`src/rtl/viterbi_decode.sv`:
```
// viterbi_decode
// Hard-decision Viterbi decoder for the rate-1/2, K=3 convolutional code with
// generators 7/5 (octal). Survivors use register exchange, so the decode latency
// is fixed at TB_DEPTH accepted symbols.
//
// Parameters
//   TB_DEPTH      survivor length in symbols and decode latency (8..32)
//   METRIC_W      path-metric width in bits (>= 4)
// Ports
//   clk_sig       in   system clock
//   reset_sig     in   asynchronous active-low reset
//   in_valid      in   encode_sig carries a symbol this cycle
//   encode_sig    in   received symbol, [1] = g1 (111), [0] = g2 (101)
//   decode_sig    out  decoded information bit (registered)
//   decode_valid  out  one-cycle pulse when decode_sig is new (registered)
module viterbi_decode #(
    parameter int TB_DEPTH = 16,
    parameter int METRIC_W = 5
) (
    input  logic       clk_sig,
    input  logic       reset_sig,
    input  logic       in_valid,
    input  logic [1:0] encode_sig,
    output logic       decode_sig,
    output logic       decode_valid
);

    localparam int CNT_W = $clog2(TB_DEPTH + 1);
    localparam logic [CNT_W-1:0]    FILL_FULL = CNT_W'(TB_DEPTH);
    localparam logic [METRIC_W:0]   PM_SAT    = {1'b0, {METRIC_W{1'b1}}};
    localparam logic [METRIC_W-1:0] PM_INIT   = {1'b1, {(METRIC_W-1){1'b0}}};

    logic [METRIC_W-1:0] r_pm   [4];
    logic [TB_DEPTH-1:0] r_surv [4];
    logic [CNT_W-1:0]    r_fill;
    logic                r_dec;
    logic                r_dec_valid;

    logic [METRIC_W:0]   w_cand     [4][2];
    logic [METRIC_W:0]   w_acs      [4];
    logic [METRIC_W:0]   w_norm     [4];
    logic [METRIC_W-1:0] w_pm_nxt   [4];
    logic [TB_DEPTH-1:0] w_surv_nxt [4];
    logic [3:0]          w_sel;
    logic [METRIC_W:0]   w_min;
    logic [1:0]          w_best;
    logic [1:0]          w_exp;
    logic [1:0]          w_bm;
    logic [1:0]          w_pred;

    // New state ns = {s0, u}; its predecessors are {p, s0} for p = 0, 1.
    always_comb begin
        w_exp  = '0;
        w_bm   = '0;
        w_pred = '0;
        w_sel  = '0;
        for (int ns = 0; ns < 4; ns++) begin
            for (int p = 0; p < 2; p++) begin
                w_pred = {p[0], ns[1]};
                w_exp  = {ns[0] ^ ns[1] ^ p[0], ns[0] ^ p[0]};
                w_bm   = {1'b0, encode_sig[1] ^ w_exp[1]} + {1'b0, encode_sig[0] ^ w_exp[0]};
                w_cand[ns][p] = {1'b0, r_pm[w_pred]} + {{(METRIC_W-1){1'b0}}, w_bm};
            end
            // Strict compare: ties keep the s1 = 0 predecessor.
            w_sel[ns] = (w_cand[ns][1] < w_cand[ns][0]);
            w_acs[ns] = w_sel[ns] ? w_cand[ns][1] : w_cand[ns][0];
        end

        w_min = w_acs[0];
        for (int i = 1; i < 4; i++) begin
            if (w_acs[i] < w_min) begin
                w_min = w_acs[i];
            end
        end

        for (int ns = 0; ns < 4; ns++) begin
            w_norm[ns]     = w_acs[ns] - w_min;
            w_pm_nxt[ns]   = (w_norm[ns] > PM_SAT) ? PM_SAT[METRIC_W-1:0]
                                                   : w_norm[ns][METRIC_W-1:0];
            w_surv_nxt[ns] = {r_surv[{w_sel[ns], ns[1]}][TB_DEPTH-2:0], ns[0]};
        end
    end

    // Best state on the pre-update metrics; strict compare favours the lowest index.
    always_comb begin
        w_best = 2'd0;
        for (int s = 1; s < 4; s++) begin
            if (r_pm[s] < r_pm[w_best]) begin
                w_best = 2'(s);
            end
        end
    end

    always_ff @(posedge clk_sig or negedge reset_sig) begin
        if (!reset_sig) begin
            r_pm[0]     <= '0;
            for (int s = 1; s < 4; s++) begin
                r_pm[s] <= PM_INIT;
            end
            for (int s = 0; s < 4; s++) begin
                r_surv[s] <= '0;
            end
            r_fill      <= '0;
            r_dec       <= 1'b0;
            r_dec_valid <= 1'b0;
        end else begin
            r_dec_valid <= 1'b0;
            if (in_valid) begin
                for (int s = 0; s < 4; s++) begin
                    r_pm[s]   <= w_pm_nxt[s];
                    r_surv[s] <= w_surv_nxt[s];
                end
                if (r_fill == FILL_FULL) begin
                    r_dec       <= r_surv[w_best][TB_DEPTH-1];
                    r_dec_valid <= 1'b1;
                end else begin
                    r_fill <= r_fill + CNT_W'(1);
                end
            end
        end
    end

    assign decode_sig   = r_dec;
    assign decode_valid = r_dec_valid;

endmodule

```
`config.mk`:
```
export PLATFORM = sky130hd
export DESIGN_NAME = viterbi_decode
export DESIGN_NICKNAME = d
export VERILOG_FILES = /design/src/rtl/viterbi_decode.sv
export SDC_FILE = /design/constraint.sdc
export NUM_CORES = 1
export LEC_CHECK = 0
export BUFFER_PORTS_ARGS = -buffer_cell sky130_fd_sc_hd__buf_2
export CAP_MARGIN = 20
export CORE_ASPECT_RATIO = 0.6
export CORE_MARGIN = 2
export CORE_UTILIZATION = 35
export DETAILED_ROUTE_END_ITERATION = 12
export HOLD_SLACK_MARGIN = 0.03
export SYNTH_ARGS = -nofsm -noshare
export SYNTH_HDL_FRONTEND = slang
export SYNTH_SLANG_ARGS = --single-unit
```
`constraint.sdc`:
```
create_clock -name clk_sig -period 18.7 [get_ports clk_sig]
set_input_delay 2.805 -clock clk_sig [delete_from_list [all_inputs] [get_ports clk_sig]]
set_output_delay 2.805 -clock clk_sig [all_outputs]
set_load 0.005 [all_outputs]
```
=== Word level (Yosys, flattened, before mapping) ===
Cells that the tools add are included.

* Memory bits (writable): 0
* Input bits: 5
* Bits in latches: 0
* Logic and storage cells: 99
* ROM bits: 0
* Memories: 0
* Register bits: 89
* Output and inout port bits: 2

* Magnitude comparators: 21
* Equality and inequality tests: 1
* Bitwise logic cells: 10
* Div/mod/pow operators: 0
* Shift-type cells: 0
* Add/subtract/negate cells: 17
* Multipliers: 0
* Reductions and logical operators: 2
* Mux-type cells: 37

{| class="wikitable"
|+ Operators by type and width
! kind !! count
|-
| binary-select mux 16 bit (select 2 bit) || 5
|-
| 2-to-1 mux 15 bit || 8
|-
| adder 5 x 2 -> 6 bit || 8
|-
| < comparator 6 bit || 7
|-
| 2-to-1 mux 6 bit || 7
|-
| 2-to-1 mux 5 bit || 8
|-
| 2-to-1 mux 16 bit || 2
|-
| > comparator 6 x 5 -> 1 bit (second input constant) || 4
|-
| subtractor 6 bit || 4
|-
| >= comparator 3 bit (second input constant) || 7
|-
| binary-select mux 5 bit (select 2 bit) || 2
|-
| NOT 2 -> 3 bit || 6
|-
| < comparator 5 bit || 3
|-
| adder 1 x 1 -> 2 bit || 4
|-
| adder 5 x 1 -> 5 bit (second input constant) || 1
|-
| == test 5 bit (second input constant) || 1
|-
| 2-to-1 mux 2 bit || 2
|-
| AND reduction 2 bit || 2
|-
| 2-to-1 mux 1 bit || 3
|-
| NOT 1 bit || 3
|-
| NOT 1 -> 3 bit || 1
|}

=== Depth between registers and ports, before layout ===
Gate-level depths: netlist (run 1).

* Depth after elaboration: 18
* Mapped depth: 49
* Gate-level depth less buffers: 46

=== Least setup slack after synthesis (run 1) ===
OpenSTA, ideal clock, no wires.

* Kind: input -> register
* From: in encode_sig[0]
* To: reg r_pm[17] (netlist name)
* Stages: 46
* Path slack: 6,397 ps
* Required time: 18,559 ps
* Data arrival time: 12,162 ps
* Buffers on the path: 3
* Cells stage by stage: inv_1 > ha_1 > ha_1 > ha_1 > a21oi_1 > xnor2_1 > inv_1 > ha_1 > a21o_1 > a31oi_1 > o21ai_2 > clkbuf_1 > mux2i_1 > inv_1 > ha_1 > or4b_2 > nor3b_1 > o311ai_0 > (+10 left out) > o21ai_0 > a41oi_2 > mux2_2 > ha_1 > o21a_1 > o211ai_1 > a21o_1 > buf_6 > buf_2 > mux2i_1 > ha_1 > nor2_1 > a41oi_1 > o221ai_1 > a41oi_1 > nand4_1 > xnor2_2 > a31oi_1

* Cells in the longest elaborated chain, start to end: 14

{| class="wikitable"
|+ RTL lines
! item !! line !! RTL
|-
| from (decl) || 23 || <nowiki>input logic [1:0] encode_sig,</nowiki>
|-
| NOT 1 bit (no line) || - ||
|-
| adder 1 x 1 -> 2 bit || 61 || <nowiki>w_bm = {1'b0, encode_sig[1] ^ w_exp[1]} + {1'b0, encode_sig[0] ^ w_exp[0]};</nowiki>
|-
| adder 5 x 2 -> 6 bit || 62 || <nowiki>w_cand[ns][p] = {1'b0, r_pm[w_pred]} + {{(METRIC_W-1){1'b0}}, w_bm};</nowiki>
|-
| < comparator 6 bit || 65 || <nowiki>w_sel[ns] = (w_cand[ns][1] < w_cand[ns][0]);</nowiki>
|-
| 2-to-1 mux 6 bit || 66 || <nowiki>w_acs[ns] = w_sel[ns] ? w_cand[ns][1] : w_cand[ns][0];</nowiki>
|-
| < comparator 6 bit || 71 || <nowiki>if (w_acs[i] < w_min) begin</nowiki>
|-
| 2-to-1 mux 6 bit || 71 ||
|-
| < comparator 6 bit || 71 ||
|-
| 2-to-1 mux 6 bit || 71 ||
|-
| < comparator 6 bit || 71 ||
|-
| 2-to-1 mux 6 bit || 71 ||
|-
| subtractor 6 bit * || 77 || <nowiki>w_norm[ns] = w_acs[ns] - w_min;</nowiki>
|-
| > comparator 6 x 5 -> 1 bit || 78 || <nowiki>w_pm_nxt[ns] = (w_norm[ns] > PM_SAT) ? PM_SAT[METRIC_W-1:0]</nowiki>
|-
| 2-to-1 mux 5 bit * || 78 ||
|-
| to (signal, indexed assignment) || 110 || <nowiki>r_pm[s] <= w_pm_nxt[s];</nowiki>
|-
| to (decl) || 33 || <nowiki>logic [METRIC_W-1:0] r_pm [4];</nowiki>
|}

Mark *: on every way between the ends. The rest lies on a longest branch, timed or not.
A chain may end at the register's enable or synchronous reset.

=== Worst setup path after layout (run 1) ===
* From: in encode_sig[0]
* To: reg r_pm[16] (netlist name)

Same word-level chain as after synthesis.

==> flow_metrics.env, run 1 <==
export IMPL_period_share_pct=73.2
export IMPL_cts_tree="done"
export IMPL_fin_tns_setup_ns=0
export IMPL_port_buffers=6
export IMPL_grt_max_degree=122
export IMPL_status="finished, final reports clean"
export IMPL_drv_slew=0
export IMPL_setup_viol=0
export IMPL_synth_flop_cell="dfrtp_1"
export IMPL_pin_count=7
export IMPL_rsz0062_at_grt="no"
export IMPL_ys_seq_area_share_pct=28.5
export IMPL_final_cell_mix="nor2_1 (99), a21oi_1 (83), dfrtp_1 (83)"
export IMPL_slowest_stage="or4b_2"
export IMPL_required_ns=18.90
export IMPL_max_freq_mhz=73.0
export IMPL_relSlewSlack_pct=34.8
export IMPL_die_h_um=118
export IMPL_holdPathStages=1
export IMPL_dr_pass1_iters=5
export IMPL_wirelength_um=19300
export IMPL_drive_gt1_share_pct=8.91
export IMPL_drc_errors=0
export IMPL_worstMarginPinSlew_ns=0.976
export IMPL_final_hold_viol_count=0
export IMPL_syn_area_mm2=0.00757
export IMPL_globalRouteTotalUtil_pct=17.4
export IMPL_async_reset_ff_share_pct=100
export IMPL_cts_made_buffers=9
export IMPL_synth_nets=936
export IMPL_netlist_top_cells_area="dfrtp_1 (27%), ha_1 (12%), mux2i_1 (11%)"
export IMPL_via_count=6049
export IMPL_cts_root_buf="clkbuf_16"
export IMPL_path_delay_family="compound AO/OA/AOI/OAI gates"
export IMPL_initial_core_util_pct=35.8
export IMPL_layout_commonest_cell="nor2_1"
export IMPL_antenna_cells=0
export IMPL_postSynthCellCount=854
export IMPL_cp_max_fo=16
export IMPL_ff2ff_path_depth=41
export IMPL_vias_per_cell=5.40
export IMPL_antenna_found_initial=0
export IMPL_synth_edf_count=0
export IMPL_die_w_um=194
export IMPL_hold_path_end="r_surv[0]$_DFFE_PN0P_"
export IMPL_crit_type="input port to flop"
export IMPL_ctsLongestPathBuffers=2
export IMPL_period_minus_slack_ns=13.69
export IMPL_ys_warn_count=0
export IMPL_crit_buf_inv=5
export IMPL_rows=41
export IMPL_grt_pass1_vias=5685
export IMPL_fillers=2124
export IMPL_slowest_delay_ns=0.66
export IMPL_hp_class="flop to flop"
export IMPL_htree_num_levels=3
export IMPL_ys_types=80
export IMPL_postCtsSetupBuffers=0
export IMPL_reg2reg_from="r_pm[5]$_DFFE_PN0P_"
export IMPL_yosysTopAreaCellShare_pct=27.4
export IMPL_r2r_end="r_pm[16]$_DFFE_PN0P_"
export IMPL_arrival_ns=13.89
export IMPL_gp_congestion=0.883
export IMPL_worstSkewPairLatency_ns=0.35
export IMPL_clock_sinks=86
export IMPL_area_growth_pct=7.80
export IMPL_wl_per_cell_um=17.2
export IMPL_syn_avg_cell_area_um2=8.86
export IMPL_skew_ns=0.0166
export IMPL_critPathLaunchType="input port"
export IMPL_die_area_mm2=0.0229
export IMPL_min_from="r_surv[0]$_DFFE_PN0P_"
export IMPL_fp_coreArea_mm2=0.0211
export IMPL_final_nets=919
export IMPL_drv_cap=0
export IMPL_crit_path_end_kind="flop"
export IMPL_path_clk_slew_ns=0.07
export IMPL_cp_common_cell="ha_1"
export IMPL_grt_overflow_total=0
export IMPL_grt_pass1_wl_um=32100
export IMPL_cts_hold_buffers=0
export IMPL_hpwl_um=14600
export IMPL_yosys_area_top_type="dfrtp_1"
export IMPL_drt_initial_drc_count=604
export IMPL_post_cts_resized=0
export IMPL_postSynthRegisterBits=86
export IMPL_r2r_setup_slack_ns=7.53
export IMPL_ant_nets=0
stage by stage:
| stage | cells | utilization, % | setup WS, ns | hold WS [ns] | cell area (um^2) |
|---|---|---|---|---|---|
| 6_report | 1121 | 38.6 | 5.01 | 0.489 | 8160 |
| 5_1_grt | 1121 | 38.6 | 4.24 | 0.509 | 8160 |
| 4_1_cts | 1120 | 38.5 | 5.22 | 0.486 | 8130 |
| 3_5_place_dp | 1104 | 37.1 | 4.89 | 0.465 | 7840 |
| 3_3_place_gp | 1104 | 37.1 | 5.16 | 0.458 | 7840 |
| 2_1_floorplan | 854 | - | 6.40 | 0.438 | 7570 |
cells in the mapped netlist, types with 3 or more instances:
library cell and count:
maj3_2 3, o31ai_1 3, o211ai_1 7, a211o_1 3
xor2_1 17, nor2b_1 13, o221ai_1 3, clkbuf_1 28
a21oi_2 3, o21ai_0 25, nor2_1 99, and2_1 4
nand3_1 13, nor3_1 3, a21oi_1 85, ha_1 73
fa_1 4, o21ai_1 5, a31oi_1 18, nand4_1 7
and3_1 3, inv_1 60, nand2b_1 14, xnor2_1 33
dfstp_2 3, nand2_1 39, mux2i_1 80, buf_1 3
a2bb2oi_1 3, mux2_2 13, o2111ai_1 3, dfrtp_1 83
a211oi_1 3, o21a_1 10, a21o_1 22, o211a_1 3
o22ai_1 3, buf_2 7
area by class of cell:
type / instances / area [um^2] / share of cell area [%]
clock inverter: 7 / 71.3 / 0.874
inverter: 61 / 229 / 2.81
sequential: 86 / 2160 / 26.4
multi-input combinational: 667 / 5030 / 61.6
clock buffer: 9 / 225 / 2.76
tap: 279 / 349 / 4.28
timing repair buffer: 12 / 100 / 1.23
cell families after synthesis:
| kind of cell | Yosys count | synth area share, % |
|---|---|---|
| compound gates | 227 | 20.0 |
| xor+xnor | 52 | 6.21 |
| fa+ha+maj | 81 | 13.7 |
| buf+inv | 101 | 5.27 |
| flops | 86 | 28.5 |
| mux | 96 | 13.3 |
| simple gates | 211 | 13.0 |
flip-flops by register name, summed over array words and instances (netlist names):
| register | cells |
|---|---|
| decode_sig | 1 |
| decode_valid | 1 |
| r_fill | 5 |
| r_pm | 20 |
| r_surv | 59 |
worst max path at each step:
stage | from | endpoint | slack [ns] | cells after the start
CTS | encode_sig[0] | r_pm[16]$_DFFE_PN0P_ | 5.22 | 44
global route | encode_sig[0] | r_pm[16]$_DFFE_PN0P_ | 4.24 | 44
finish | encode_sig[0] | r_pm[16]$_DFFE_PN0P_ | 5.01 | 44
global placement | encode_sig[0] | r_pm[17]$_DFFE_PN0P_ | 5.16 | 44
detailed placement | encode_sig[0] | r_pm[16]$_DFFE_PN0P_ | 4.89 | 44
floorplan | encode_sig[0] | r_pm[17]$_DFFE_PN0P_ | 6.40 | 46
metal layers:
layer	wire length, um	vias up	global-route usage (%)
met5	0	-	0
met4	97	0	2.94
met3	1310	12	3.52
met2	6760	179	20.9
met1	11200	2840	30.2
li1	-	3018	-
Power of run 1 is left out: the tool's default activity adds up to more than one toggle a clock period on the data nets, which glitch-free logic cannot reach.
==> run 2: changes to the inputs <==
clock period = 13.3 ns   (was 18.7 ns; I/O delays follow)
==> run 2 against run 1 <==
  * Global-route usage increased by 0.12 points
  * Critical path depth increased by 1
  * Sequential share of layout area about the same
  * Worst setup slack worse by 3.9 ns
  * Hold slack got worse by 0.021 ns
  * Sequential cell count unchanged
  * Non-clock buffer count grew 1
  * Clock skew shrank 0.0045 ns
  * Cell area about the same
  * Final cell count about the same
==> flow_metrics.env, run 2 (synthesized netlist as in run 1, its figures left out) <==
export IMPL_gp_congestion=0.859
export IMPL_ff2ff_path_depth=42
export IMPL_drv_slew=0
export IMPL_worstSkewPairLatency_ns=0.35
export IMPL_grt_overflow_total=0
export IMPL_relSlewSlack_pct=30.0
export IMPL_hpwl_um=14900
export IMPL_final_hold_viol_count=0
export IMPL_die_area_mm2=0.0229
export IMPL_reg2reg_from="r_pm[15]$_DFFE_PN0P_"
export IMPL_grt_pass1_vias=5918
export IMPL_vias_per_cell=5.41
export IMPL_period_share_pct=92.0
export IMPL_status="finished, final reports clean"
export IMPL_cp_max_fo=16
export IMPL_dp_cells=1106
export IMPL_layout_commonest_cell="nor2_1"
export IMPL_fin_hold_ws_ns=0.468
export IMPL_die_h_um=118
export IMPL_cts_tree="done"
export IMPL_antenna_found_initial=0
export IMPL_crit_type="input port to flop"
export IMPL_initial_core_util_pct=35.8
export IMPL_fp_coreArea_mm2=0.0211
export IMPL_post_route_util_pct=38.6
export IMPL_globalRouteTotalUtil_pct=17.6
export IMPL_postCtsSetupBuffers=0
export IMPL_max_freq_mhz=81.7
export IMPL_die_w_um=194
export IMPL_worstSetupStartpoint="encode_sig[0]"
export IMPL_arrival_ns=12.44
export IMPL_worstMarginPinSlew_ns=1.05
export IMPL_period_minus_slack_ns=12.23
export IMPL_pin_count=7
export IMPL_antenna_cells=0
export IMPL_fin_cells=1122
export IMPL_crit_path_end_kind="flop"
export IMPL_post_cts_resized=0
export IMPL_r2r_setup_slack_ns=2.73
export IMPL_setup_viol=0
export IMPL_fin_tns_setup_ns=0
export IMPL_clock_sinks=86
export IMPL_wirelength_um=19300
export IMPL_slowest_delay_ns=0.66
export IMPL_wl_per_cell_um=17.2
export IMPL_cts_root_buf="clkbuf_16"
export IMPL_rsz0062_at_grt="no"
export IMPL_top_regs="r_surv: 59 flops, r_pm: 20 flops, r_fill: 5 flops"
export IMPL_drt_initial_drc_count=543
export IMPL_final_nets=920
export IMPL_area_growth_pct=7.70
export IMPL_ant_nets=0
export IMPL_slowest_stage="or4b_2"
export IMPL_grt_pass1_wl_um=32300
export IMPL_drv_cap=0
export IMPL_ctsLongestPathBuffers=2
export IMPL_path_clk_slew_ns=0.07
export IMPL_largest_register_ffs=59
export IMPL_drc_errors=0
export IMPL_dr_pass1_iters=5
export IMPL_via_count=6074
export IMPL_skew_ns=0.0121
export IMPL_port_buffers=6
export IMPL_cp_common_cell="ha_1"
export IMPL_critPathLaunchType="input port"
export IMPL_rows=41
export IMPL_hp_class="flop to flop"
export IMPL_cts_hold_buffers=0
export IMPL_cts_made_buffers=9
export IMPL_final_cell_mix="nor2_1 (99), a21oi_1 (83), dfrtp_1 (83)"
export IMPL_crit_end="r_pm[18]$_DFFE_PN0P_"
export IMPL_r2r_end="r_pm[18]$_DFFE_PN0P_"
export IMPL_drive_gt1_share_pct=9.02
export IMPL_regMostFlops="r_surv"
export IMPL_grt_max_degree=118
export IMPL_required_ns=13.50
export IMPL_htree_num_levels=3
[run 2: cell count changes in the layout (fill, tap and decap cells not counted)]
cell / before / now
clkinv_4: 1 / 2
buf_16: 1 / 0
inv_8: 1 / 3
inv_6: 4 / 1
buf_4: 7 / 9
[run 2: layout make-up]
cell class              instances  area (um^2)
flip-flops and latches         86         2160
inverters                      61          229
multi-input cells             667         5030
repair buffers                 13         87.6
clock inverters                 7         76.3
clock buffers                   9          225
well taps                     279          349
fillers                      2172        13000
[run 2: how the worst min path moves through the flow]
| stage | cells past startpoint | startpoint | endpoint |
|---|---|---|---|
| floorplan | 1 | r_fill[4]$_DFFE_PN0P_ | r_fill[4]$_DFFE_PN0P_ |
| global placement | 1 | r_surv[0]$_DFFE_PN0P_ | r_surv[0]$_DFFE_PN0P_ |
| detailed placement | 1 | r_surv[0]$_DFFE_PN0P_ | r_surv[0]$_DFFE_PN0P_ |
| CTS | 1 | r_surv[0]$_DFFE_PN0P_ | r_surv[0]$_DFFE_PN0P_ |
| global route | 1 | r_surv[0]$_DFFE_PN0P_ | r_surv[0]$_DFFE_PN0P_ |
| finish | 1 | r_surv[0]$_DFFE_PN0P_ | r_surv[0]$_DFFE_PN0P_ |
[run 2: critical path, delay by kind of cell]
family          cells  cell delay (ns)
xor+xnor            2             0.48
simple gates        6             1.46
buf+inv             6             0.73
compound gates     19             3.66
mux                 3             1.40
fa+ha+maj           9             2.71
[run 2: metrics by stage]
step	worst slack [ns]	instance area [um^2]
finish	1.07	8150
CTS	1.22	8150
global placement	1.26	7850
detailed placement	0.906	7850
floorplan	1.81	7570
global route	0.0750	8150
[run 2: layer usage]
| metal | part of all wire (%) | track usage (%) | vias to the layer above |
|---|---|---|---|
| li1 | - | - | 3013 |
| met5 | 0 | 0 | - |
| met1 | 55 | 28.9 | 2873 |
| met4 | 0.63 | 2.65 | 0 |
| met2 | 35 | 21.9 | 175 |
| met3 | 9.6 | 5.04 | 13 |
Power of run 2 is left out for the same reason.
==> run 3: changes to the inputs <==
REMOVE_ABC_BUFFERS = 1   (was unset)
clock period = 14.5 ns   (was 13.3 ns; I/O delays follow)
==> run 3 against run 2 <==
  * Die area unchanged
  * Largest cell class unchanged
  * Sequential cell count unchanged
  * Clock skew down 0.0030 ns
  * Non-clock buffer count down 1
  * Hold slack about the same
  * First-iteration DRC count up 1.5%
==> flow_metrics.env, run 3 (synthesized netlist as in run 1, its figures left out) <==
export IMPL_status="finished, final reports clean"
export IMPL_cts_hold_buffers=0
export IMPL_slowest_stage="or4b_2"
export IMPL_slowest_delay_ns=0.67
export IMPL_htree_num_levels=3
export IMPL_drive_gt1_share_pct=8.91
export IMPL_vias_per_cell=5.35
export IMPL_grt_overflow_total=0
export IMPL_relSlewSlack_pct=34.4
export IMPL_ctsLongestPathBuffers=2
export IMPL_area_growth_pct=7.87
export IMPL_layout_commonest_cell="nor2_1"
export IMPL_grt_pass1_vias=5549
export IMPL_ant_nets=0
export IMPL_fin_tns_setup_ns=0
export IMPL_cts_tree="done"
export IMPL_cts_root_buf="clkbuf_16"
export IMPL_final_nets=919
export IMPL_grt_pass1_wl_um=31500
export IMPL_regArea_mm2=0.00216
export IMPL_final_cell_mix="nor2_1 (99), a21oi_1 (83), dfrtp_1 (83)"
export IMPL_cp_common_cell="ha_1"
export IMPL_rows=41
export IMPL_antenna_found_initial=0
export IMPL_setup_viol=0
export IMPL_worst_slack_ns=1.50
export IMPL_arrival_ns=13.19
export IMPL_port_buffers=6
export IMPL_regMostFlops="r_surv"
export IMPL_final_hold_viol_count=0
export IMPL_skew_ns=0.00908
export IMPL_crit_path_end_kind="flop"
export IMPL_drv_slew=0
export IMPL_worstMarginPinSlew_ns=0.984
export IMPL_dr_pass1_iters=5
export IMPL_path_clk_slew_ns=0.07
export IMPL_drt_initial_drc_count=551
export IMPL_drv_cap=0
export IMPL_cts_made_buffers=9
export IMPL_gp_congestion=0.904
export IMPL_period_minus_slack_ns=13.00
export IMPL_post_cts_resized=0
export IMPL_via_count=5997
export IMPL_pin_count=7
export IMPL_postCtsSetupBuffers=0
export IMPL_wirelength_um=19500
export IMPL_max_freq_mhz=76.9
export IMPL_required_ns=14.69
export IMPL_drc_errors=0
export IMPL_multiInputGateArea_mm2=0.00502
export IMPL_period_share_pct=89.7
export IMPL_globalRouteTotalUtil_pct=17.3
export IMPL_fillers=2158
export IMPL_largest_register_ffs=59
export IMPL_die_h_um=118
export IMPL_antenna_cells=0
export IMPL_clock_sinks=86
export IMPL_die_w_um=194
export IMPL_hp_class="flop to flop"
export IMPL_fp_coreArea_mm2=0.0211
export IMPL_crit_type="input port to flop"
export IMPL_worstSkewPairLatency_ns=0.35
export IMPL_hpwl_um=15100
export IMPL_die_area_mm2=0.0229
export IMPL_rsz0062_at_grt="no"
export IMPL_top_regs="r_surv: 59 flops, r_pm: 20 flops, r_fill: 5 flops"
export IMPL_grt_max_degree=90
export IMPL_place_worst_setup_slack_ns=1.37
export IMPL_cp_max_fo=16
export IMPL_critPathLaunchType="input port"
export IMPL_wl_per_cell_um=17.4
export IMPL_initial_core_util_pct=35.8
==> run 3: worst max-delay path, delay by kind of cell <==
kind / cells / cell delay [ns]
AO/OA/AOI/OAI: 18 / 4.04
adder cells (fa/ha/maj): 9 / 2.68
AND/OR/NAND/NOR: 8 / 1.72
multiplexers: 3 / 1.49
XOR/XNOR: 2 / 0.60
buffers and inverters: 4 / 0.47
==> run 3: path summary, 6_finish.rpt <==
kind / to / startpoint / slack, ns / cells after the start
setup / recovery: r_pm[17]$_DFFE_PN0P_ / encode_sig[0] / 1.50 / 44
hold / removal: r_surv[0]$_DFFE_PN0P_ / r_surv[0]$_DFFE_PN0P_ / 0.47 / 1
setup reg to reg: r_pm[17]$_DFFE_PN0P_ / r_pm[15]$_DFFE_PN0P_ / 3.36 / 41
hold reg to reg: r_surv[0]$_DFFE_PN0P_ / r_surv[0]$_DFFE_PN0P_ / 0.47 / 1
max in group asynchronous: r_surv[45]$_DFFE_PN0P_ / reset_sig / 11.64 / 2
min in group asynchronous: r_surv[3]$_DFFE_PN0P_ / reset_sig / 1.65 / 1
==> run 3: layout make-up <==
class / instances / share of cell area [%]
tap: 279 / 4.28
sequential: 86 / 26.4
clock inverter: 7 / 1.27
timing repair buffer: 12 / 0.981
clock buffer: 9 / 2.76
inverter: 61 / 2.80
multi-input combinational: 667 / 61.5
==> run 3: layer usage <==
| metal | global-route usage [%] | vias up | routed length, um |
|---|---|---|---|
| met5 | 0 | - | 0 |
| met4 | 2.75 | 0 | 90 |
| met3 | 3.12 | 10 | 1300 |
| met2 | 20.5 | 149 | 6710 |
| met1 | 30.6 | 2839 | 11400 |
| li1 | - | 2999 | - |
==> run 3: stage by stage <==
| step | util (%) | std cells | hold slack, ns | cell area, um^2 |
|---|---|---|---|---|
| floorplan | - | 814 | 0.438 | 7400 |
| global route | 38.6 | 1121 | 0.493 | 8170 |
| finish | 38.6 | 1121 | 0.468 | 8170 |
| CTS | 38.6 | 1121 | 0.468 | 8170 |
| global placement | 37.1 | 1105 | 0.450 | 7840 |
| detailed placement | 37.1 | 1105 | 0.451 | 7840 |
Power of run 3 is left out for the same reason.
